===== config.mk =====
export PLATFORM = sky130hd
export DESIGN_NAME = one_unit_iter_ctrl
export DESIGN_NICKNAME = d
export VERILOG_FILES = /design/src/rtl/one_unit_iter_ctrl.sv
export SDC_FILE = /design/constraint.sdc
export NUM_CORES = 1
export LEC_CHECK = 0
export CORE_AREA = 2 2 71 87
export DETAILED_ROUTE_END_ITERATION = 16
export DIE_AREA = 0 0 73 89
export GPL_TIMING_DRIVEN = 0
export PLACE_DENSITY = 0.91
export SLEW_MARGIN = 20
export SYNTH_ARGS = -nofsm -noshare
export SYNTH_HDL_FRONTEND = slang
export SYNTH_SLANG_ARGS = --single-unit

===== constraint.sdc =====
create_clock -name clk -period 4.4 [get_ports clk]
set_input_delay 0.88 -clock clk [delete_from_list [all_inputs] [get_ports clk]]
set_output_delay 0.88 -clock clk [all_outputs]
set_load 0.01 [all_outputs]

===== src/rtl/one_unit_iter_ctrl.sv =====
// rtl/one_unit_iter_ctrl.sv - FastICA one-unit iteration sequencer (sample stream, normalise, converge check)
// Optional abort input enabled by defining ONE_UNIT_ABORT_EN.
module one_unit_iter_ctrl #(
  parameter int SAMPLES  = 256,
  parameter int ADDR_W   = 8,
  parameter int MAX_ITER = 64,
  parameter int ITER_W   = 7,
  parameter int MUL_LAT  = 1,
  parameter int CONV_TH  = 8
) (
  input  logic              clk,
  input  logic              rst,
  input  logic              start,
`ifdef ONE_UNIT_ABORT_EN
  input  logic              abort,
`endif
  output logic              busy,
  output logic              done,
  output logic              converged,
  output logic [ITER_W-1:0] iter_cnt,
  output logic              smp_rd,
  output logic [ADDR_W-1:0] smp_addr,
  output logic              en_mul,
  output logic              acc_clr,
  output logic              acc_en,
  output logic              norm_start,
  input  logic              norm_done,
  input  logic [25:0]       delta
);

  localparam int DRN_W = $clog2(MUL_LAT + 2) + 1;

  typedef enum logic [2:0] {
    IDLE, CLR, RUN, DRAIN, NORM, NWAIT, CHECK, DONE
  } state_t;

  state_t             state, state_n;
  logic [ADDR_W-1:0]  k;
  logic [DRN_W-1:0]   drn;
  logic [25:0]        delta_q;
  logic [25:0]        mag;
  logic [MUL_LAT-1:0] acc_pipe;
  logic               conv_hit;
  logic               abort_hit;

`ifdef ONE_UNIT_ABORT_EN
  assign abort_hit = abort && (state != IDLE) && (state != DONE);
`else
  assign abort_hit = 1'b0;
`endif

  // |delta| in 26 bits; the most negative code has no positive twin, so clamp it.
  always_comb begin
    mag = delta_q;
    if (delta_q[25]) begin
      if (delta_q == 26'h2000000) mag = 26'h1FFFFFF;
      else                        mag = 26'(-delta_q);
    end
  end
  assign conv_hit = (mag <= 26'(CONV_TH));

  always_ff @(posedge clk or posedge rst) begin
    if (rst) state <= IDLE;
    else     state <= state_n;
  end

  always_comb begin
    state_n = state;
    case (state)
      IDLE:    if (start) state_n = CLR;
      CLR:     state_n = RUN;
      RUN:     if (k == ADDR_W'(SAMPLES - 1)) state_n = DRAIN;
      DRAIN:   if (drn == DRN_W'(MUL_LAT)) state_n = NORM;
      NORM:    state_n = NWAIT;
      NWAIT:   if (norm_done) state_n = CHECK;
      CHECK: begin
        if (conv_hit || iter_cnt == ITER_W'(MAX_ITER - 1)) state_n = DONE;
        else                                                 state_n = CLR;
      end
      DONE:    state_n = IDLE;
      default: state_n = IDLE;
    endcase
    if (abort_hit) state_n = DONE;
  end

  always_comb begin
    busy       = (state != IDLE);
    done       = (state == DONE);
    acc_clr    = (state == CLR);
    smp_rd     = (state == RUN);
    smp_addr   = (state == RUN) ? k : '0;
    norm_start = (state == NORM);
  end

  always_ff @(posedge clk or posedge rst) begin
    if (rst) begin
      k         <= '0;
      drn       <= '0;
      iter_cnt  <= '0;
      converged <= 1'b0;
      delta_q   <= '0;
    end else begin
      if (state == RUN && k != ADDR_W'(SAMPLES - 1)) k <= k + 1'b1;
      else                                          k <= '0;

      if (state == DRAIN) drn <= drn + 1'b1;
      else                drn <= '0;

      if (state == IDLE && start)                 iter_cnt <= '0;
      else if (state == CHECK && state_n == CLR)  iter_cnt <= iter_cnt + 1'b1;

      if (abort_hit)                  converged <= 1'b0;
      else if (state == IDLE && start) converged <= 1'b0;
      else if (state == CHECK)         converged <= conv_hit;

      if (state == NWAIT && norm_done) delta_q <= delta;
    end
  end

  // en_mul follows the 1-cycle memory read; acc_en trails en_mul by the multiplier latency.
  always_ff @(posedge clk or posedge rst) begin
    if (rst) begin
      en_mul   <= 1'b0;
      acc_pipe <= '0;
    end else if (abort_hit) begin
      en_mul   <= 1'b0;
      acc_pipe <= '0;
    end else begin
      en_mul      <= smp_rd;
      acc_pipe[0] <= en_mul;
      for (int i = 1; i < MUL_LAT; i++) acc_pipe[i] <= acc_pipe[i-1];
    end
  end
  assign acc_en = acc_pipe[MUL_LAT-1];

endmodule


==> metrics.md <==
| Metric | Value |
|---|---|
| Area grow syn2layout | 24.2% |
| CTS buffer count | 5 |
| EDFF count, synth | 0 |
| Syn_nets | between 300 and 400 |
| Worst setup SP type | register |
| Async S/R FF share, synth | 100% |
| Clk root buf | clkbuf_8 |
| Most numerous cell in the Yosys netlist | dfrtp_1 |
| Post-Synthesis Mean Instance Area | 10.0 um^2 |
| Post_cts resized | 0 |
| DP Wirelength | ~5300 um |
| Commonest cells post-synth | dfrtp_1 (50), mux2_2 (26), nor2_1 (26) |
| Post-layout util | between 60% and 70% |
| Final Hold Fails | 0 |
| Die W | ~73 um |
| Clock Skews | ~0.0061 ns |
| Max Fclk | between 200 and 300 MHz |
| Largest net degree at the start of global routing | 30 |
| Total global routing overflow | 0 |
| Area share of xor/xnor cells in the synthesized design | under 10% |
| Main area contributors after synthesis | dfrtp_1 (41%), mux2_2 (9.7%), nor2_1 (3.2%) |
| Top FF cell, synth | dfrtp_1 |
| Avg Vias per Cell | around 6 |
| Status | complete, no violations |
| Final wirelength | about 7100 um |
| Nets | just under 400 |
| VDD IR max | around 0.15 mV |
| PwrDens | between 200 and 250 nW/um^2 |
| Kind of critical path | reg -> reg |
| Initial antenna violation count | 0 |
| # diodes | 0 |
| H-tree Lvls | 2 |
| Yosys reg bits | 50 |
| Non-filler cells, final | 427 |
| Final instance area | between 3000 and 4000 um^2 |
| CTS max path bufs | 2 |
| Initial DRT Pass Iterations | 4 |
| Cts hold-fix bufs | 0 |
| Gpl congestion | about 0.95 |
| Vias | 2,621 |
| Post-synthesis cell area | 3020 um^2 |
| Routed Antenna Nets | 0 |
| Area after DPL | roughly 3600 um^2 |
| Clk Latency, worst-skew pair | about 0.31 ns |
| Core area | 5590 um^2 |
| Synthesis Warnings | 0 |
| Post-synthesis mux area share | a little over a tenth |
| Max-cap violations | 0 |
| Hold Path Class | reg -> reg |
| Synthesized instance count | 302 |
| # fillers | ~460 |
| Setup violations, final | 0 |
| Crit end category | register |
| Vias in the first global route | about 2,600 |
| Total GRT Usage | between 20% and 30% |
| Largest family of logic cells by synthesized area | simple AND/OR/NAND/NOR gates |
| DRC Markers | 0 |
| Sequential area share after synthesis | between 40 and 50% |
| CTS tree | built |
| Die footprint | approximately 6500 um^2 |
| First-pass GRT wire length | ~12,000 um |
| Adder-cell share of the synthesized area | between 2 and 2.5% |
| Fin. max-slew vios | 0 |
| Initial Util | a little over half |
| CTS sink count | 50 |
| Top-level I/O count | between 50 and 60 |
| Synth cell types | 61 |
| Synth area leader | dfrtp_1 |
| LEAKAGE | approximately 1.7 nW |
| WP data arrival | around 3.6 ns |
| Setup_tns | 0 ns |
| First DRT Iteration DRCs | between 200 and 250 |
| Clock transition at the registers of the reported paths | around 0.090 ns |
| Synth Area in Compound Gates | between 10 and 15% |
| Post-CTS setup buffer count | 0 |
| Tmin final | around 3.4 ns |
| Row cnt | 30 |
| Worst Max-Slew Pin Slew | approximately 0.75 ns |
| RSZ-0062 raised after global routing | false |
| Synth Area in Simple Gates | 26.0% |
| Layout cells sized above 1 | 16.0% |
| Die height | roughly 90 um |
| WL/cell | roughly 17 um |
| Post-synth top area share | roughly two fifths |
| CP required | between 4 and 5 ns |
| Input/output buffers | 52 |
| Crit-path max FO | 8 |
| Crit share post-route | between 70% and 80% |
| Relative slew slack | 49.7% |
| Placed cells | between 400 and 500 |
stage by stage:
step | worst slack [ns] | total power [mW] | hold slack, ns
4_1_cts | 1.02 | 0.827 | 0.397
5_1_grt | 0.825 | 0.848 | 0.403
2_1_floorplan | 1.78 | 0.475 | 0.416
3_3_place_gp | 1.14 | 0.504 | 0.366
3_5_place_dp | 1.16 | 0.507 | 0.371
6_report | 1.03 | 0.818 | 0.393
cell type report:
cell class | instances | area, um^2 | area share (%)
buffer | 16 | 78.8 | 2.10
clock buffer | 5 | 68.8 | 1.84
clock inverter | 3 | 40.0 | 1.07
inverter | 8 | 30.0 | 0.801
multi-input combinational | 228 | 1660 | 44.3
sequential | 50 | 1250 | 33.4
tap | 64 | 80.1 | 2.14
timing repair buffer | 53 | 541 | 14.4
sequential cells by signal, summed over array words and instances (netlist names):
| signal | count |
|---|---|
| en_mul | 1 |
| delta_q | 26 |
| k | 8 |
| acc_en | 1 |
| iter_cnt | 7 |
| drn | 3 |
| state | 3 |
| converged | 1 |
critical path, stage by stage (launching register included):
cell and delay (ns):
dfrtp_1 0.47, inv_1 0.09, ha_1 0.19, nor3b_1 0.65
nand3_1 0.31, o311ai_1 0.33, o2111ai_1 0.19, nor4_1 0.53
nand2_1 0.18, and3_1 0.20, mux2i_1 0.16
layer usage:
layer	part of all wire, %	wire (um)	vias to the layer above	GRT usage [%]
met5	0	0	-	0
met4	2.0	139	0	8.08
met3	5.3	378	17	4.74
met2	52	3650	89	40.4
met1	41	2910	1278	26.3
li1	-	-	1237	-
layout by cell type, fill, tap and decap left out, types with 3 or more instances in the layout:
cell type and count:
clkdlybuf4s50_1 52, dfrtp_1 50, mux2_2 26, nor2_1 26, nand2_1 17, nand3_1 14, clkbuf_1 11, and2_1 11
nand2b_1 9, nor3_1 9, inv_1 7, a21oi_1 7, nor4_1 6, and3_1 6, o21ai_0 5, nor3b_1 5
ha_1 5, clkbuf_8 5, or2_2 4, o2111ai_1 4, xnor2_1 4, a31oi_1 4, xor2_1 4, buf_2 3
a211oi_1 3, o21a_1 3, o31a_1 3, o31ai_1 3, o21ai_1 3, mux2i_1 3
power breakdown:
part           switching, mW  internal (mW)  total, mW
logic                 0.0126         0.0245     0.0371
clock network          0.154          0.168      0.322
registers                  0          0.459      0.459
total                  0.167          0.651      0.818
cells by family (layout without fill, tap and decap cells):
family | Yosys count | count (layout)
AOI/OAI and AO/OA | 54 | 54
xor gates and xnor gates | 8 | 8
adders and majority gates | 5 | 5
buffers and inverters | 24 | 85
DFF | 50 | 50
muxes | 29 | 29
and+or+nand+nor | 132 | 132
worst paths after layout:
path / startpoint / endpoint / slack, ns / depth (start not counted)
max: delta_q[0]$_DFFE_PP0P_ / iter_cnt[4]$_DFFE_PP0P_ / 1.03 / 10
min: en_mul$_DFF_PP0_ / acc_en$_DFF_PP0_ / 0.39 / 0
max reg2reg: delta_q[0]$_DFFE_PP0P_ / iter_cnt[4]$_DFFE_PP0P_ / 1.03 / 10
min reg2reg: en_mul$_DFF_PP0_ / acc_en$_DFF_PP0_ / 0.39 / 0
max in group asynchronous: rst / delta_q[11]$_DFFE_PP0P_ / 2.98 / 3
min in group asynchronous: rst / iter_cnt[1]$_DFFE_PP0P_ / 0.91 / 2
No activity file was read; power rests on OpenSTA's default activity.
